`config.mk`:
```
export PLATFORM = sky130hd
export DESIGN_NAME = multicycle_controller
export DESIGN_NICKNAME = d
export VERILOG_FILES = /design/src/rtl/multicycle_controller.sv
export SDC_FILE = /design/constraint.sdc
export NUM_CORES = 1
export LEC_CHECK = 0
export BUFFER_PORTS_ARGS = -buffer_cell sky130_fd_sc_hd__clkbuf_2
export CAP_MARGIN = 40
export CORE_MARGIN = 2
export CORE_UTILIZATION = 30
export CTS_CLUSTER_SIZE = 14
export DETAILED_ROUTE_END_ITERATION = 10
export SETUP_SLACK_MARGIN = 0.2
export SKIP_CTS_REPAIR_TIMING = 1
export SYNTH_ARGS = -nofsm -noshare
export SYNTH_HDL_FRONTEND = slang
export SYNTH_SLANG_ARGS = --single-unit
```
`constraint.sdc`:
```
create_clock -name clk -period 4.9 [get_ports clk]
set_clock_uncertainty 0.1 [all_clocks]
set_input_delay 0 -clock clk [delete_from_list [all_inputs] [get_ports clk]]
set_output_delay 0 -clock clk [all_outputs]
set_load 0.05 [all_outputs]
```
`src/rtl/multicycle_controller.sv`:
```
// Control FSM for the multi-cycle RV32I datapath: sequences fetch/decode/execute/
// writeback, decodes ALU operations, halts on illegal opcodes, counts retirements.
module multicycle_controller #(
    parameter int CNT_W = 32
) (
    input  logic             clk,
    input  logic             rst,
    input  logic [6:0]       opcode,
    input  logic [2:0]       func3,
    input  logic [6:0]       func7,
    input  logic             zero,
    input  logic             sign,
    output logic             PCWrite,
    output logic             AdrSrc,
    output logic             MemWrite,
    output logic             IRWrite,
    output logic             RegWrite,
    output logic [1:0]       ResultSrc,
    output logic [1:0]       ALUSrcA,
    output logic [1:0]       ALUSrcB,
    output logic [3:0]       ALUControl,
    output logic [2:0]       ImmSrc,
    output logic             halt,
    output logic [CNT_W-1:0] instret
);

    localparam logic [6:0] OP_LW   = 7'b0000011;
    localparam logic [6:0] OP_SW   = 7'b0100011;
    localparam logic [6:0] OP_R    = 7'b0110011;
    localparam logic [6:0] OP_I    = 7'b0010011;
    localparam logic [6:0] OP_BR   = 7'b1100011;
    localparam logic [6:0] OP_JAL  = 7'b1101111;
    localparam logic [6:0] OP_JALR = 7'b1100111;
    localparam logic [6:0] OP_LUI  = 7'b0110111;

    localparam logic [3:0] ALU_ADD  = 4'b0000;
    localparam logic [3:0] ALU_SUB  = 4'b0001;
    localparam logic [3:0] ALU_AND  = 4'b0010;
    localparam logic [3:0] ALU_OR   = 4'b0011;
    localparam logic [3:0] ALU_XOR  = 4'b0100;
    localparam logic [3:0] ALU_SLT  = 4'b0101;
    localparam logic [3:0] ALU_SLTU = 4'b0110;

    localparam logic [2:0] IMM_I = 3'b000;
    localparam logic [2:0] IMM_S = 3'b001;
    localparam logic [2:0] IMM_B = 3'b010;
    localparam logic [2:0] IMM_J = 3'b011;
    localparam logic [2:0] IMM_U = 3'b100;

    typedef enum logic [3:0] {
        S_FETCH, S_DECODE, S_MEMADR, S_MEMREAD, S_MEMWB, S_MEMWRITE, S_EXECR,
        S_EXECI, S_ALUWB, S_BRANCH, S_JALRADR, S_JAL, S_LUI, S_ILLEGAL
    } state_t;

    state_t           state_q, state_d;
    logic [CNT_W-1:0] instret_q, instret_d;
    logic             retire;
    logic             unused_func7;

    assign unused_func7 = ^{func7[6], func7[4:0]};

    // SUB is only reachable from register-register ops with func7[5] set
    function automatic logic [3:0] alu_dec(input logic [2:0] f3, input logic f7b5,
                                           input logic rtype);
        case (f3)
            3'b000:  alu_dec = (rtype && f7b5) ? ALU_SUB : ALU_ADD;
            3'b111:  alu_dec = ALU_AND;
            3'b110:  alu_dec = ALU_OR;
            3'b100:  alu_dec = ALU_XOR;
            3'b010:  alu_dec = ALU_SLT;
            3'b011:  alu_dec = ALU_SLTU;
            default: alu_dec = ALU_ADD;
        endcase
    endfunction

    always_ff @(posedge clk or negedge rst) begin
        if (!rst) begin
            state_q   <= S_FETCH;
            instret_q <= '0;
        end else begin
            state_q   <= state_d;
            instret_q <= instret_d;
        end
    end

    always_comb begin
        state_d = state_q;
        case (state_q)
            S_FETCH:  state_d = S_DECODE;
            S_DECODE: begin
                case (opcode)
                    OP_LW, OP_SW: state_d = S_MEMADR;
                    OP_R:         state_d = S_EXECR;
                    OP_I:         state_d = S_EXECI;
                    OP_BR:        state_d = S_BRANCH;
                    OP_JAL:       state_d = S_JAL;
                    OP_JALR:      state_d = S_JALRADR;
                    OP_LUI:       state_d = S_LUI;
                    default:      state_d = S_ILLEGAL;
                endcase
            end
            S_MEMADR:   state_d = (opcode == OP_LW) ? S_MEMREAD : S_MEMWRITE;
            S_MEMREAD:  state_d = S_MEMWB;
            S_EXECR,
            S_EXECI,
            S_JAL:      state_d = S_ALUWB;
            S_JALRADR:  state_d = S_JAL;
            S_MEMWB,
            S_MEMWRITE,
            S_ALUWB,
            S_BRANCH,
            S_LUI:      state_d = S_FETCH;
            S_ILLEGAL:  state_d = S_ILLEGAL;
            default:    state_d = S_FETCH;
        endcase
    end

    assign retire    = (state_q == S_MEMWB) || (state_q == S_MEMWRITE) ||
                       (state_q == S_ALUWB) || (state_q == S_BRANCH) || (state_q == S_LUI);
    assign instret_d = instret_q + CNT_W'(retire);
    assign instret   = instret_q;
    assign halt      = (state_q == S_ILLEGAL);

    always_comb begin
        PCWrite    = 1'b0;
        AdrSrc     = 1'b0;
        MemWrite   = 1'b0;
        IRWrite    = 1'b0;
        RegWrite   = 1'b0;
        ResultSrc  = 2'b00;
        ALUSrcA    = 2'b00;
        ALUSrcB    = 2'b00;
        ALUControl = ALU_ADD;
        ImmSrc     = IMM_I;
        case (state_q)
            S_FETCH: begin
                IRWrite   = 1'b1;
                PCWrite   = 1'b1;
                ALUSrcB   = 2'b10;
                ResultSrc = 2'b10;
            end
            S_DECODE: begin
                ALUSrcA = 2'b01;
                ALUSrcB = 2'b01;
                ImmSrc  = (opcode == OP_JAL) ? IMM_J : IMM_B;
            end
            S_MEMADR: begin
                ALUSrcA = 2'b10;
                ALUSrcB = 2'b01;
                ImmSrc  = (opcode == OP_LW) ? IMM_I : IMM_S;
            end
            S_MEMREAD:  AdrSrc = 1'b1;
            S_MEMWB: begin
                ResultSrc = 2'b01;
                RegWrite  = 1'b1;
            end
            S_MEMWRITE: begin
                AdrSrc   = 1'b1;
                MemWrite = 1'b1;
            end
            S_EXECR: begin
                ALUSrcA    = 2'b10;
                ALUControl = alu_dec(func3, func7[5], 1'b1);
            end
            S_EXECI: begin
                ALUSrcA    = 2'b10;
                ALUSrcB    = 2'b01;
                ALUControl = alu_dec(func3, func7[5], 1'b0);
            end
            S_ALUWB:    RegWrite = 1'b1;
            S_BRANCH: begin
                ALUSrcA    = 2'b10;
                ALUControl = ALU_SUB;
                case (func3)
                    3'b000:  PCWrite = zero;
                    3'b001:  PCWrite = ~zero;
                    3'b100:  PCWrite = sign;
                    3'b101:  PCWrite = ~sign;
                    default: PCWrite = 1'b0;
                endcase
            end
            S_JALRADR: begin
                ALUSrcA = 2'b10;
                ALUSrcB = 2'b01;
            end
            S_JAL: begin
                ALUSrcA = 2'b01;
                ALUSrcB = 2'b10;
                PCWrite = 1'b1;
            end
            S_LUI: begin
                ImmSrc    = IMM_U;
                ResultSrc = 2'b11;
                RegWrite  = 1'b1;
            end
            default: ;
        endcase
        // Reset holds the FSM in FETCH; its write strobes must not reach the datapath
        if (!rst) begin
            PCWrite  = 1'b0;
            IRWrite  = 1'b0;
            RegWrite = 1'b0;
            MemWrite = 1'b0;
        end
    end

endmodule

```
==> reports/qor.csv <==
stage,metric,value,unit
finish,antenna cells,0,
finish,post-layout util,37.87,%
detailed_routing,1st-iter DRT viols,70,
global_route,gr ovfl total,0,
global_route,first-pass GRT wire length,7389,um
critical_path,"Critical Path, Cell by Cell","nor2_1, nor3_1, ha_1, ha_1, nand3_1, nor2_2, nand3_2, nor4_2, xor2_1",
detailed_routing,top routing layer used,met4,
critical_path,critical path peak fanout,17,
cts,# clock sinks,36,
pwr,Final Power,1171,uW
detailed_routing,vias per cell,4.885,
synthesis,top post-synthesis cells by area,"dfrtp_1, xnor2_1, xor2_1",
critical_path,"Req. time, crit path",5.01,ns
synthesis,"FF+latch count, synth",36,
synthesis,"EDFF count, synth",0,
pwr,PwrDens,462.7,mW/mm^2
pwr,Static Leak,0.001236,uW
outcome,outcome,finished clean,
die,Die W,86.48,um
sta,unrepaired setup endpoints after global routing,no,
cts,"Clk Latency, worst-skew pair",0.28,ns
synthesis,Mapped Avg Cell Area,9.276,um^2
sta,Final Cycle Share,56.73,%
finish,fin nets,309,
detailed_routing,routed len/inst,12.39,um
die,initial core utilization,30.54,%
sta,worst slew pin tran,0.5927,ns
cts,H-Tree Depth,2,
detailed_routing,metal3 WL,211,um
sta,Peak Freq,0.3597,GHz
global_route,Total Routing Usage GR,12.22,%
synthesis,synth warn,0,
finish,"commonest non-fill, non-tap cell in the layout",clkbuf_2,
critical_path,critical path's most frequent cell,ha_1,
detailed_routing,routed vias,1788,
finish,final std cells w/o fill,366,
cts,TritonCTS clock tree,built,
critical_path,Crit Path Class,reg -> reg,
placed_design,GPL Wtd Cong,0.8338,
detailed_routing,Routed Antenna Nets,0,
die,FP Rows,30,
sta,post-route minimum period,2.780,ns
detailed_routing,Met1 Wirelength,2087,um
worst_hold_path,Min-Delay Path Class,in -> reg,
sta,setup TNS,0,ns
finish,most frequent cells in the layout,"clkbuf_2, dfrtp_1, nor2_1",
die,Die H,86.48,um
placed_design,PortBufs,64,
pwr,VDD IR max,0.2685,mV
finish,"Design Area, Final",0.002530,mm^2
die,IO Pins,72,
sta,Final Hold Vio Count,0,
critical_path,Crit. End Element,flop,
detailed_routing,wire length on met2,2174,um
cts,Clock Tree Root,clkbuf_8,
sta,max-slew violations,0,
placed_design,Area after DPL,0.002439,mm^2
critical_path,worst endpoint data arrival time,2.89,ns
sta,Rel. slew slack,60.49,%
cts,clk slew on worst S/H paths,0.07,ns
critical_path,max incr delay on CP,0.63,ns
synthesis,fraction of registers with async set/reset,100.0,%
global_route,vias in the first global route,1622,
run,max cap viols,0,
placed_design,dpl cells,358,
synthesis,Yosys top cell area share,44.14,%
detailed_routing,drc violations,0,
synthesis,dominant cell type by area after synthesis,dfrtp_1,
cts,clk buf depth,2,
placed_design,Final HPWL DP,3282,um
cts,cts bufs inserted,5,
synthesis,gate count of the mapped netlist,220,
synthesis,Most used DFF post-synth,dfrtp_1,
critical_path,CP Launch Type,flop,
die,Core ar.,0.006681,mm^2
detailed_routing,DRT Pass-1 Iters,4,
sta,# setup viols final,0,
die,die area,0.007478,mm^2
finish,fraction of layout cells with a size suffix above 1,28.32,%
synthesis,Post-Syn Nets,243,
finish,Area Overhead vs Synth,23.97,%
detailed_routing,drt total wl,4533,um
critical_path,Slowest cell on crit path,dfrtp_1,
synthesis,synthesized area,0.002041,mm^2
global_route,largest net degree at the start of global routing,40,
global_route,initial antenna violation count,0,
synthesis,Netlist cell types,43,
synthesis,sequential share of the synthesized area,44.14,%
sequential cells by signal, indices dropped and copies added (netlist names):
| name | count |
|---|---|
| instret | 32 |
| state_q | 4 |
cell usage after synthesis (all sizes together), types with 3 or more instances:
library cell and number:
xor2 13, a21oi 6, and3 6, dfrtp 36, nand3 12, xnor2 20
nand4 8, inv 5, nor2 28, nor2b 6, and4 3, nand2 21
clkbuf 5, nand2b 4, or3 3, nor3 9, o21ai 10
worst max-delay path, delay by kind of cell, from the launching register on:
family	cells	cell delay, ns
flops	1	0.63
xor+xnor	1	0.16
fa+ha+maj	2	0.45
simple gates	6	1.37
cell families (layout without fill, tap and decap cells):
kind of cell | after synthesis | count (layout) | synth area share [%]
simple gates | 108 | 108 | 29.31
other cells | 1 | 1 | 0.1838
fa+ha+maj | 2 | 2 | 1.226
mux | 2 | 2 | 0.9810
xor+xnor | 33 | 33 | 14.16
flops | 36 | 36 | 44.14
compound gates | 26 | 26 | 7.603
buf+inv | 12 | 78 | 2.391
power by group:
| part | switching (uW) | internal, uW |
|---|---|---|
| combinational | 407 | 144 |
| sequential | 82.9 | 338 |
| clock | 103 | 96.2 |
layout make-up:
cell class,count,area [um^2]
Tap cell,80,100.1
Clock inverter,2,12.51
Fill cell,687,4151
Inverter,5,18.77
Clock buffer,5,68.82
Multi-Input combinational cell,172,1091
Timing Repair Buffer,66,337.8
Sequential cell,36,900.9
per-layer routing:
layer,global-route usage (%),vias up
met5,0,-
met4,5.114,0
met3,2.381,5
met2,19.44,54
met1,16.28,843
li1,-,886
worst paths after layout:
path | to | slack [ns] | from | cells past startpoint
worst max-delay path | instret[30]$_DFF_PN0_ | 2.12 | state_q[3]$_DFF_PN0_ | 9
worst min-delay path | state_q[1]$_DFF_PN0_ | 0.01 | opcode[2] | 3
worst max register to register | instret[30]$_DFF_PN0_ | 2.12 | state_q[3]$_DFF_PN0_ | 9
worst min register to register | instret[31]$_DFF_PN0_ | 0.36 | instret[31]$_DFF_PN0_ | 1
max in group asynchronous | state_q[3]$_DFF_PN0_ | 4.15 | rst | 3
min in group asynchronous | instret[18]$_DFF_PN0_ | 0.21 | rst | 3
metrics by stage:
stage | hold slack [ns] | setup WS, ns
final | 0.01205 | 2.120
after floorplan | -0.3956 | 2.364
after global routing | 0.04752 | 1.846
after CTS | -0.3235 | 2.073
after detailed placement | -0.007815 | 2.092
after global placement | -0.009849 | 2.119
No activity file was read; power rests on OpenSTA's default activity.
